--- config.mk ---
export PLATFORM = sky130hd
export DESIGN_NAME = cv32e40s_alert_handler
export DESIGN_NICKNAME = d
export VERILOG_FILES = /design/src/rtl/cv32e40s_alert_handler.sv
export SDC_FILE = /design/constraint.sdc
export NUM_CORES = 1
export LEC_CHECK = 0
export BUFFER_PORTS_ARGS = -buffer_cell sky130_fd_sc_hd__buf_4
export CAP_MARGIN = 10
export CORE_AREA = 2 2 81 83
export CTS_BUF_LIST = sky130_fd_sc_hd__clkbuf_4
export CTS_CLUSTER_DIAMETER = 50
export CTS_CLUSTER_SIZE = 40
export DETAILED_ROUTE_END_ITERATION = 8
export DIE_AREA = 0 0 83 85
export HOLD_SLACK_MARGIN = 0.03
export PLACE_DENSITY = 0.81
export SYNTH_ARGS = -nofsm -noshare
export SYNTH_HDL_FRONTEND = slang
export SYNTH_SLANG_ARGS = --single-unit
export TNS_END_PERCENT = 10
--- constraint.sdc ---
create_clock -name clk -period 3.8 [get_ports clk]
set_clock_uncertainty 0.05 [all_clocks]
set_input_delay 0.19 -clock clk [delete_from_list [all_inputs] [get_ports clk]]
set_output_delay 0.19 -clock clk [all_outputs]
set_load 0.03 [all_outputs]
--- src/rtl/cv32e40s_alert_handler.sv ---
// cv32e40s_alert_handler
//   SoC-side receiver for the core alert levels. Minor alerts are rate-checked
//   over a window that opens on the first minor. A major alert, or reaching
//   MINOR_THRESHOLD minors inside one window, escalates. Escalation that is not
//   cleared within ESC_DELAY cycles becomes a sticky fatal.
//
// Ports:
//   clk, rst        - clock, synchronous active-high reset
//   alert_minor_i   - minor alert, one event per high cycle
//   alert_major_i   - major alert, one event per high cycle
//   clear_i         - software clear of escalation
//   minor_irq_o     - one-cycle pulse per minor event
//   escalate_o      - escalation request (ESCALATE or FATAL)
//   fatal_o         - sticky fatal, cleared only by rst
//   state_o         - 00 IDLE, 01 ARMED, 10 ESCALATE, 11 FATAL
//   minor_total_o   - saturating lifetime minor count
//   major_total_o   - saturating lifetime major count
module cv32e40s_alert_handler #(
  parameter int unsigned MINOR_THRESHOLD = 4,
  parameter int unsigned WINDOW_CYCLES   = 1024,
  parameter int unsigned ESC_DELAY       = 16,
  parameter int unsigned CNT_W           = 16
) (
  input  logic             clk,
  input  logic             rst,
  input  logic             alert_minor_i,
  input  logic             alert_major_i,
  input  logic             clear_i,
  output logic             minor_irq_o,
  output logic             escalate_o,
  output logic             fatal_o,
  output logic [1:0]       state_o,
  output logic [CNT_W-1:0] minor_total_o,
  output logic [CNT_W-1:0] major_total_o
);

  localparam int unsigned TMR_W = (WINDOW_CYCLES > 2) ? $clog2(WINDOW_CYCLES) : 1;
  localparam int unsigned DLY_W = (ESC_DELAY > 1) ? $clog2(ESC_DELAY) : 1;

  localparam logic [TMR_W-1:0] TMR_INIT  = TMR_W'(WINDOW_CYCLES - 2);
  localparam logic [DLY_W-1:0] DLY_INIT  = DLY_W'(ESC_DELAY - 1);
  localparam logic [8:0]       THRESHOLD = 9'(MINOR_THRESHOLD);

  typedef enum logic [1:0] {
    IDLE     = 2'b00,
    ARMED    = 2'b01,
    ESCALATE = 2'b10,
    FATAL    = 2'b11
  } state_e;

  state_e           state_q, state_d;
  logic [7:0]       win_cnt_q, win_cnt_d;
  logic [8:0]       win_cnt_inc;
  logic [TMR_W-1:0] timer_q, timer_d;
  logic [DLY_W-1:0] dly_q, dly_d;

  assign win_cnt_inc = {1'b0, win_cnt_q} + 9'd1;

  always_comb begin
    state_d   = state_q;
    win_cnt_d = win_cnt_q;
    timer_d   = timer_q;
    dly_d     = dly_q;

    case (state_q)
      IDLE: begin
        win_cnt_d = '0;
        timer_d   = '0;
        if (alert_major_i) begin
          state_d = ESCALATE;
          dly_d   = DLY_INIT;
        end else if (alert_minor_i) begin
          if (MINOR_THRESHOLD == 1) begin
            state_d = ESCALATE;
            dly_d   = DLY_INIT;
          end else begin
            // Window opened this cycle: remaining ARMED cycles are
            // WINDOW_CYCLES-1, counted down to zero inclusive.
            state_d   = ARMED;
            win_cnt_d = 8'd1;
            timer_d   = TMR_INIT;
          end
        end
      end

      ARMED: begin
        timer_d = timer_q - 1'b1;
        if (alert_minor_i) win_cnt_d = win_cnt_inc[7:0];

        if (alert_major_i || (alert_minor_i && (win_cnt_inc >= THRESHOLD))) begin
          state_d   = ESCALATE;
          dly_d     = DLY_INIT;
          win_cnt_d = '0;
          timer_d   = '0;
        end else if (timer_q == '0) begin
          // A sub-threshold minor in the expiry cycle dies with this window.
          state_d   = IDLE;
          win_cnt_d = '0;
          timer_d   = '0;
        end
      end

      ESCALATE: begin
        if (clear_i && !alert_major_i) begin
          state_d   = IDLE;
          win_cnt_d = '0;
          timer_d   = '0;
        end else if (clear_i) begin
          // Clear collided with a fresh major: restart the escalation delay.
          dly_d = DLY_INIT;
        end else if (dly_q == '0) begin
          state_d = FATAL;
        end else begin
          dly_d = dly_q - 1'b1;
        end
      end

      FATAL: state_d = FATAL;

      default: state_d = FATAL;
    endcase
  end

  always_ff @(posedge clk) begin
    if (rst) begin
      state_q       <= IDLE;
      win_cnt_q     <= '0;
      timer_q       <= '0;
      dly_q         <= '0;
      minor_irq_o   <= 1'b0;
      escalate_o    <= 1'b0;
      fatal_o       <= 1'b0;
      minor_total_o <= '0;
      major_total_o <= '0;
    end else begin
      state_q     <= state_d;
      win_cnt_q   <= win_cnt_d;
      timer_q     <= timer_d;
      dly_q       <= dly_d;
      minor_irq_o <= alert_minor_i;
      escalate_o  <= state_d[1];
      fatal_o     <= (state_d == FATAL);
      if (alert_minor_i && (minor_total_o != '1)) minor_total_o <= minor_total_o + 1'b1;
      if (alert_major_i && (major_total_o != '1)) major_total_o <= major_total_o + 1'b1;
    end
  end

  assign state_o = state_q;

endmodule
==> results of run 1 <==
==> flip-flops by register name, summed over array words and instances, names as in the netlist <==
register and count:
fatal_o 1, minor_irq_o 1, minor_total_o 16, major_total_o 16, escalate_o 1, timer_q 10
dly_q 4, win_cnt_q 8, state_o 1
==> cell type report <==
cell class / instances / area share
multi-input combinational: 282 / 0.504
timing repair buffer: 41 / 0.0879
tap: 77 / 0.0275
inverter: 20 / 0.0214
clock inverter: 5 / 0.00643
sequential: 58 / 0.331
clock buffer: 10 / 0.0214
==> power by group <==
group | internal, uW | switching [uW]
clock network | 131 | 224
registers | 674 | 74.6
logic | 268 | 430
==> placed cells by master (no fill, tap or decap), types with 4 or more instances in the layout <==
| master | instances |
|---|---|
| dfxtp_1 | 58 |
| nor3_1 | 18 |
| nand3_1 | 18 |
| and2_1 | 11 |
| a311oi_1 | 5 |
| a21oi_1 | 27 |
| inv_1 | 20 |
| o211ai_1 | 5 |
| xnor2_1 | 10 |
| or3_1 | 6 |
| nand4_1 | 16 |
| nor2_1 | 45 |
| buf_4 | 41 |
| ha_1 | 12 |
| nand2_1 | 24 |
| nand2b_1 | 4 |
| o21ai_0 | 8 |
| xor2_1 | 15 |
| clkbuf_4 | 10 |
| o31ai_1 | 4 |
| and3_1 | 4 |
| nor4_1 | 4 |
==> critical path, stage by stage, from the launching register on <==
cell	delay, ns
dfxtp_1	0.46
ha_1	0.23
and3_2	0.25
nand3_1	0.09
o32a_1	0.26
a21oi_2	0.56
nand3b_1	0.15
a311oi_1	0.30
==> cell families after synthesis <==
kind of cell | after synthesis | share of synthesized area
DFF | 58 | 0.377
buffers and inverters | 35 | 0.0496
adders and majority gates | 12 | 0.0488
muxes | 1 | 0.00325
and+or+nand+nor | 167 | 0.278
xor gates and xnor gates | 25 | 0.0711
AOI/OAI and AO/OA | 77 | 0.173
==> path summary, 6_finish.rpt <==
check           startpoint  slack (ns)      endpoint
min reg2reg     timer_q[4]        0.45    timer_q[4]
max           win_cnt_q[0]        1.36  win_cnt_q[0]
max reg2reg   win_cnt_q[0]        1.36  win_cnt_q[0]
min          alert_minor_i        0.08   minor_irq_o
==> layer usage <==
metal	track usage	up-vias	part of all wire
li1	-	1414	-
met1	0.252	1327	0.45
met2	0.315	69	0.48
met3	0.0593	9	0.054
met4	0.0700	0	0.016
met5	0	-	0
==> per-stage QoR <==
step	instance area [um2]	hold slack (ns)	instances	util	setup WS [ns]
after CTS	3500	0.0546	493	0.565	1.41
after global placement	3410	0.420	478	0.549	1.57
after global routing	3500	0.0679	493	0.565	1.19
final	3500	0.0756	493	0.565	1.36
after floorplan	3080	0.395	375	-	1.66
after detailed placement	3410	0.429	478	0.549	1.41
==> results.md, run 1 <==
- WP data arrival: roughly 2.7 ns
- Overall Power: 1800 uW
- TNS Setup: 0 ns
- Root buffer cell: clkbuf_4
- Initial antenna violation count: 0
- Post-synth EDFFs: 0
- Largest net degree at the start of global routing: 55
- WS Path Type: flop to flop
- Dominant synthesized flop cell: dfxtp_1
- Row count: 29
- Minimum clock period: ~2.4 ns
- First-pass GRT wire length: 11,500 um
- Rel. slew slack: 0.424
- Area Growth Syn to Fin: 13.8%
- Clock transition at path regs: ~0.10 ns
- Vias in the first global route: between 2,000 and 3,000
- Height of the die: around 85 um
- H-tree depth: 3
- Part of the cycle the worst path needs: 0.643
- Outcome: finished clean
- Post-cts sizing count: 0
- Ant. Diodes: 0
- Drt pass-1 iters: 4
- Congestion Overflow GR: 0
- Routability cong.: 0.874
- Worst Reg2Reg Path Length in Cells: 7
- Area occupied by registers: 1160 um2
- Worst Path Required: a little over 4 ns
- Layout cells sized above 1: 0.156
- Post-synthesis sequential area ratio: 0.377
- Post-Syn Area per Cell: between 8 and 9 um2
- Initial Utilization: 0.496
- DR WL/cell: ~14 um
- Top cells by count, synth: dfxtp_1, nor2_1, a21oi_1, nand2_1, inv_1
- Io pins: 42
- Share of the synthesized area in the top cell type: 0.377
- WHS Path Cells: 3
- Leakage power total: between 0.001 and 0.0015 uW
- Routed wire length: 6810 um
- Post-CTS setup buffers: 0
- Multi-input logic area: around 1800 um2
- Hpwl dp: about 4700 um
- Worst Hold Class: input port to flop
- Fillers: 543
- Synth async-reset ratio: 0
- Core area: ~6200 um2
- CTS Hold Bufs: 0
- Setup crit end kind: flop
- Global-route usage over all layers: 0.196
- DRT iter0 DRCs: between 150 and 200
- Synth warn: 0
- Nature of the critical path startpoint: flop
- Worst slew pin tran: between 0.8 and 0.9 ns
- Post-Syn Instances: roughly 380
- DIE WIDTH: 83 um
- RSZ-0062 raised after global routing: false
- Final setup violation count: 0
- Max-cap violations: 0
- Mapped cell area: between 3000 and 4000 um2
- Port Buffer Count: between 40 and 50
- Vias per inst: roughly 5.7
- Crit path max fanout: 14
- Post-route ant nets: 0
- Final Slew Violations: 0
- Nets: about 430
- Clock sinks: 58
- DRC: 0
- Via Count: about 2,800
- CTS tree: done
- Pwr Density: about 510 nW/um2
- Synth area leader: dfxtp_1
- Maximum vdd drop: around 270 uV
- Most numerous cell in the Yosys netlist: dfxtp_1
- Post-synthesis register bit count: 58
- Max Clock Freq: 0.409 GHz
- Latest clock arrival within the worst-skew pair: about 0.4 ns
- Syn Nets: between 300 and 400
- Endpoints failing hold: 0
- CTS Buf Count: 9
- Post-synthesis cell type count: 57
- Max Root-Sink Buffers: 2
- Die area: between 7000 and 8000 um2
- Synth area leaders: dfxtp_1, nor2_1, ha_1, a21oi_1, xor2_1
No activity file was read; power rests on OpenSTA's default activity.
==> run 2: changes to the inputs <==
--- a/config.mk
+++ b/config.mk
@@ -14,7 +14,7 @@
 export DETAILED_ROUTE_END_ITERATION = 8
 export DIE_AREA = 0 0 83 85
 export HOLD_SLACK_MARGIN = 0.03
-export PLACE_DENSITY = 0.81
+export PLACE_DENSITY = 0.84
 export SYNTH_ARGS = -nofsm -noshare
 export SYNTH_HDL_FRONTEND = slang
 export SYNTH_SLANG_ARGS = --single-unit
==> constraint.sdc (replaced) <==
create_clock -name clk -period 2.1 [get_ports clk]
set_clock_uncertainty 0.05 [all_clocks]
set_input_delay 0.105 -clock clk [delete_from_list [all_inputs] [get_ports clk]]
set_output_delay 0.105 -clock clk [all_outputs]
set_load 0.03 [all_outputs]
==> run 2 against run 1 <==
  * Register-to-register slack worse by 1.3 ns
  * Combinational power is 120% higher
  * Largest cell class unchanged
  * Largest power group is now combinational logic
  * Critical path type unchanged
  * Sequential power up 78%
  * First-iteration DRC count rose by 28%
==> results.md, run 2 (synthesis gave the netlist of run 1 again) <==
- Outcome: finished clean
- Cells after DPL: 499 (+4.4%)
- WP data arrival: 2.38 ns (-0.32 ns)
- DRC: 0 (unchanged)
- WHS Path Cells: 4 (+1)
- Row count: 29 (unchanged)
- Hold Startpoint: clear_i
- Final Slew Violations: 0 (unchanged)
- Final setup violation count: 0 (unchanged)
- Worst Path Required: 2.41 ns (-1.65 ns)
- Core area: 6200 um2 (unchanged)
- RSZ-0062 raised after global routing: true
- Layout cells sized above 1: 0.244 (+0.0875)
- Via Count: 2,967 (+5.3%)
- Hpwl dp: 5100 um (+9.6%)
- Initial Utilization: 0.496 (unchanged)
- DRT iter0 DRCs: 200 (+28%)
- Flop2flop setup slack: 0.03 ns (-1.33 ns)
- CTS Buf Count: 9 (unchanged)
- Endpoints failing hold: 0 (unchanged)
- Root buffer cell: clkbuf_4
- Worst Reg2Reg Path Length in Cells: 7 (unchanged)
- Post-route ant nets: 0 (unchanged)
- Clock transition at path regs: 0.10 ns (about the same)
- Latest clock arrival within the worst-skew pair: 0.40 ns (about the same)
- First-pass GRT wire length: 11,900 um (+3.5%)
- Part of the cycle the worst path needs: 0.986 (+0.343)
- DIE WIDTH: 83 um (unchanged)
- Routed wire length: 7090 um (+4.1%)
- Most common cell after layout, fill and taps aside: buf_4
- WS Path Type: flop to flop
- Pwr Density: 982 nW/um2 (+91%)
- Largest regs: major_total_o: 16 flops, minor_total_o: 16 flops, timer_q: 10 flops
- Max-cap violations: 0 (unchanged)
- Leakage power total: 0.00158 uW (+12%)
- Final non-filler cell total: 520 (+5.5%)
- Area Growth Syn to Fin: 24.9%
- Vias in the first global route: 2,663 (+6.1%)
- Global-route usage over all layers: 0.201 (+0.00482)
- Clock sinks: 58 (unchanged)
- Congestion Overflow GR: 0 (unchanged)
- Commonest non-fill, non-tap cells in the layout: buf_4, dfxtp_1, nor2_1, a21oi_1, nand2_1
- Worst Hold End: dly_q[2]
- Ant. Diodes: 0 (unchanged)
- Core Util, Final: 0.620 (+0.0553)
- Maximum vdd drop: 527 uV (+92%)
- Minimum clock period: 2.07 ns (-0.373 ns)
- Rel. slew slack: 0.674 (+0.251)
- Nature of the critical path startpoint: flop
- Drt pass-1 iters: 4 (unchanged)
- Nets: 455 (+6.1%)
- Height of the die: 85 um (unchanged)
- Die area: 7060 um2 (unchanged)
- Port Buffer Count: 41 (unchanged)
- H-tree depth: 3 (unchanged)
- Initial antenna violation count: 0 (unchanged)
- Largest net degree at the start of global routing: 31 (-44%)
- Worst slew pin tran: 0.488 ns (-0.373 ns)
- Max Clock Freq: 0.483 GHz (+18%)
- Vias per inst: 5.71 (-0.21%)
- DR WL/cell: 13.6 um (-1.3%)
- RR Endpoint: dly_q[2]
- CTS tree: done
- Crit path max fanout: 8 (-6)
- Routability cong.: 0.867 (-0.85%)
- Worst Hold Class: input port to flop
- Io pins: 42 (unchanged)
- Setup crit end kind: flop
- R2R Path Start: win_cnt_q[1]
- Max Root-Sink Buffers: 2 (unchanged)
-- run 2: changes by cell type in the layout (fill, tap and decap cells not counted), sizes merged --
cell	previous run	this run
clkinv	5	3
buf	41	64
bufinv	0	2
clkbuf	10	11
dlygate4sd3	0	3
-- run 2: routing by layer --
metal,vias up,share of wire,GRT usage
met1,1403,0.45,0.257
met3,9,0.043,0.0516
met5,-,0,0
met2,76,0.49,0.328
li1,1479,-,-
met4,0,0.015,0.0790
-- run 2: cell type report --
class / count / area [um2]
Clock buffer: 11 / 82.6
Clock inverter: 5 / 78.8
Fill cell: 496 / 2360
Inverter: 20 / 75.1
Multi-Input combinational cell: 282 / 1830
Sequential cell: 58 / 1170
Tap cell: 77 / 96.3
Timing Repair Buffer: 67 / 514
-- run 2: worst max path at each step --
stage,end,start
after global routing,dly_q[2],win_cnt_q[1]
after CTS,win_cnt_q[0],win_cnt_q[5]
after detailed placement,dly_q[2],win_cnt_q[0]
after floorplan,dly_q[2],win_cnt_q[0]
final,dly_q[2],win_cnt_q[1]
after global placement,fatal_o,dly_q[0]
-- run 2: what timing repair did --
item | in CTS | in global routing
pin swaps | 0 | 8
endpoints found under the setup margin | 1 | 18
gates resized for setup | 1 | 18
endpoints found under the hold margin | 20 | 0
cloned | 0 | 0
hold buffers | 3 | 0
setup buffers | 0 | 2
-- run 2: power breakdown --
part           leakage (uW)  internal [uW]  total [uW]  switching [uW]
Combinational       0.00101            651        1520             867
Clock             0.0000908            508         931             423
Sequential         0.000475           1220        1330             104
Total               0.00158           2380        3780            1390
-- run 2: per-stage QoR --
| step | cell area [um2] | total power [uW] | setup slack [ns] | TNS [ns] | hold slack [ns] |
|---|---|---|---|---|---|
| floorplan | 3080 | 2360 | 0.000830 | 0 | 0.374 |
| global placement | 3570 | 2750 | 0.0786 | 0 | 0.396 |
| detailed placement | 3570 | 2810 | 0.0232 | 0 | 0.395 |
| CTS | 3760 | 3750 | 0.0100 | 0 | 0.0983 |
| global route | 3850 | 4020 | -0.0558 | -0.0827 | 0.164 |
| finish | 3850 | 3780 | 0.0295 | 0 | 0.136 |
-- run 2: worst max-delay path, cell delays in order (launching register included) --
cell and delay [ns]:
dfxtp_2 0.37, ha_4 0.15, and3_4 0.24, nand3_2 0.07, o32a_1 0.25, or4_4 0.50
a311oi_2 0.28, a31o_1 0.12
==> run 3: changes to the inputs <==
--- a/config.mk
+++ b/config.mk
@@ -7,12 +7,12 @@
 export LEC_CHECK = 0
 export BUFFER_PORTS_ARGS = -buffer_cell sky130_fd_sc_hd__buf_4
 export CAP_MARGIN = 10
-export CORE_AREA = 2 2 81 83
+export CORE_AREA = 2 2 69 97
 export CTS_BUF_LIST = sky130_fd_sc_hd__clkbuf_4
 export CTS_CLUSTER_DIAMETER = 50
 export CTS_CLUSTER_SIZE = 40
 export DETAILED_ROUTE_END_ITERATION = 8
-export DIE_AREA = 0 0 83 85
+export DIE_AREA = 0 0 71 99
 export HOLD_SLACK_MARGIN = 0.03
 export PLACE_DENSITY = 0.84
 export SYNTH_ARGS = -nofsm -noshare
==> run 3 against run 2 <==
  * Sequential power hardly changed
  * Critical endpoint unchanged
  * Maximum frequency hardly changed
  * Clock-buffer cell count is 2 lower
==> results.md, run 3 (synthesis gave the netlist of run 1 again) <==
- Initial Utilization: 0.499 (+0.00292)
- Part of the cycle the worst path needs: 0.987 (about the same)
- Pwr Density: 1010 nW/um2 (+2.5%)
- Setup crit end kind: flop
- DIE WIDTH: 71 um (-14%)
- Max Clock Freq: 0.483 GHz (about the same)
- WS Path Type: flop to flop
- Flop2flop setup slack: 0.03 ns (about the same)
- Io pins: 42 (unchanged)
- WHS Path Cells: 4 (unchanged)
- Most common cell after layout, fill and taps aside: buf_4
- Rel. slew slack: 0.642 (-0.0320)
- Height of the die: 99 um (+16%)
- H-tree depth: 3 (unchanged)
- Fillers: 513 (+3.4%)
- Endpoints failing hold: 0 (unchanged)
- Multi-input logic area: 1800 um2 (-1.2%)
- Drt pass-1 iters: 4 (unchanged)
- Worst path setup slack after routing: 0.0276 ns (-0.00188 ns)
- Area Growth Syn to Fin: 25.5%
- Max-cap violations: 0 (unchanged)
- CTS Buf Count: 9 (unchanged)
- Clock sinks: 58 (unchanged)
- RR Endpoint: dly_q[2]
- Post-route ant nets: 0 (unchanged)
- Nets: 459 (+0.88%)
- Root buffer cell: clkbuf_4
- Nature of the critical path startpoint: flop
- Final Slew Violations: 0 (unchanged)
- Worst Path Required: 2.42 ns (about the same)
- Area occupied by registers: 1170 um2 (-0.21%)
- Worst Hold End: dly_q[2]
- DR WL/cell: 14.3 um (+5.2%)
- Via Count: 2,951 (-0.54%)
- Largest regs: major_total_o: 16 flops, minor_total_o: 16 flops, timer_q: 10 flops
- Leakage power total: 0.00158 uW (+0.41%)
- Initial antenna violation count: 0 (unchanged)
- Layout cells sized above 1: 0.239 (-0.00442)
- Worst Hold Class: input port to flop
- Vias per inst: 5.69 (-0.35%)
- R2R Path Start: win_cnt_q[0]
- Commonest non-fill, non-tap cells in the layout: buf_4, dfxtp_1, nor2_1, a21oi_1, nand2_1
- RSZ-0062 raised after global routing: true
- Ant. Diodes: 0 (unchanged)
- Die area: 7030 um2 (-0.37%)
- First-pass GRT wire length: 12,300 um (+3.0%)
- Minimum clock period: 2.07 ns (+0.00188 ns)
- Hold Startpoint: clear_i
- Core area: 6170 um2 (-0.58%)
- Worst Reg2Reg Path Length in Cells: 7 (unchanged)
- Outcome: finished clean
- Row count: 34 (+17%)
- Hpwl dp: 5160 um (+1.2%)
- Post-CTS setup buffers: 0 (unchanged)
- Max Root-Sink Buffers: 2 (unchanged)
- Routed wire length: 7440 um (+5.0%)
- Crit path max fanout: 8 (unchanged)
- Final setup violation count: 0 (unchanged)
- CTS tree: done
- Routability cong.: 0.851 (-1.9%)
- DRC: 0 (unchanged)
- Clock transition at path regs: 0.11 ns (about the same)
- Global-route usage over all layers: 0.216 (+0.0147)
- Maximum vdd drop: 600 uV (+14%)
- Congestion Overflow GR: 0 (unchanged)
- Latest clock arrival within the worst-skew pair: 0.43 ns (+0.03 ns)
- Port Buffer Count: 41 (unchanged)
- Overall Power: 3890 uW (+3.0%)
- DRT iter0 DRCs: 214 (+7.0%)
- Largest net degree at the start of global routing: 40 (+29%)
- Vias in the first global route: 2,806 (+5.4%)
- WP data arrival: 2.40 ns (+0.02 ns)
- Place WS: 0.00298 ns (-0.0203 ns)
- Worst slew pin tran: 0.536 ns (+0.0479 ns)
## run 3: changes by cell type in the layout (fill, tap and decap cells not counted), sizes merged
cell         previous run  this run
buf                    64        67
clkbuf                 11         9
clkinv                  3         2
clkinvlp                0         2
dlygate4sd3             3         4
inv                    20        21
## run 3: stage by stage
| step | utilization | hold slack, ns | area (um2) | setup TNS, ns | cells |
|---|---|---|---|---|---|
| final | 0.626 | 0.115 | 3860 | 0 | 519 |
| after global routing | 0.626 | 0.135 | 3860 | -0.125 | 519 |
| after global placement | 0.586 | 0.394 | 3610 | 0 | 499 |
| after floorplan | - | 0.374 | 3080 | 0 | 375 |
| after CTS | 0.620 | 0.0990 | 3820 | 0 | 519 |
| after detailed placement | 0.586 | 0.401 | 3610 | 0 | 499 |
## run 3: critical path, stage by stage (launching register included)
cell and delay [ns]:
dfxtp_1 0.40, ha_4 0.16, and2_1 0.12, a21oi_1 0.06, o32a_1 0.35, or4_4 0.51
a311oi_2 0.26, a31o_1 0.12
## run 3: layout make-up
| type | count | share of cell area |
|---|---|---|
| inverter | 20 | 0.0194 |
| tap | 72 | 0.0233 |
| clock inverter | 7 | 0.0262 |
| timing repair buffer | 71 | 0.144 |
| clock buffer | 9 | 0.0175 |
| multi-input combinational | 282 | 0.467 |
| sequential | 58 | 0.303 |
## run 3: repair_timing
item,in CTS,in global routing
endpoints found under the setup margin,1,17
pin swaps,0,4
gates resized for setup,2,9
hold endpoints to repair,7,0
hold buffers,4,0
## run 3: worst max path at each step
| stage | start | depth (start not counted) | endpoint | slack (ns) |
|---|---|---|---|---|
| 3_5_place_dp | timer_q[0] | 7 | timer_q[6] | 0.003 |
| 3_3_place_gp | win_cnt_q[0] | 7 | dly_q[2] | 0.1 |
| 4_1_cts | timer_q[0] | 7 | timer_q[6] | 0.008 |
| 6_report | win_cnt_q[0] | 7 | dly_q[2] | 0.03 |
| 2_1_floorplan | win_cnt_q[0] | 8 | dly_q[2] | 0.0008 |
| 5_1_grt | dly_q[0] | 8 | fatal_o | -0.05 |
## run 3: metal layers
| layer | vias up | GRT usage | wire, um |
|---|---|---|---|
| li1 | 1478 | - | - |
| met1 | 1405 | 0.241 | 3190 |
| met2 | 57 | 0.378 | 3880 |
| met3 | 11 | 0.0521 | 257 |
| met4 | 0 | 0.107 | 123 |
| met5 | - | 0 | 0 |
## run 3: where the power goes
part           switching, uW  internal (uW)  leakage, uW  total, uW
registers                105           1220     0.000474       1320
logic                    904            690      0.00102       1590
clock network            480            489    0.0000827        969
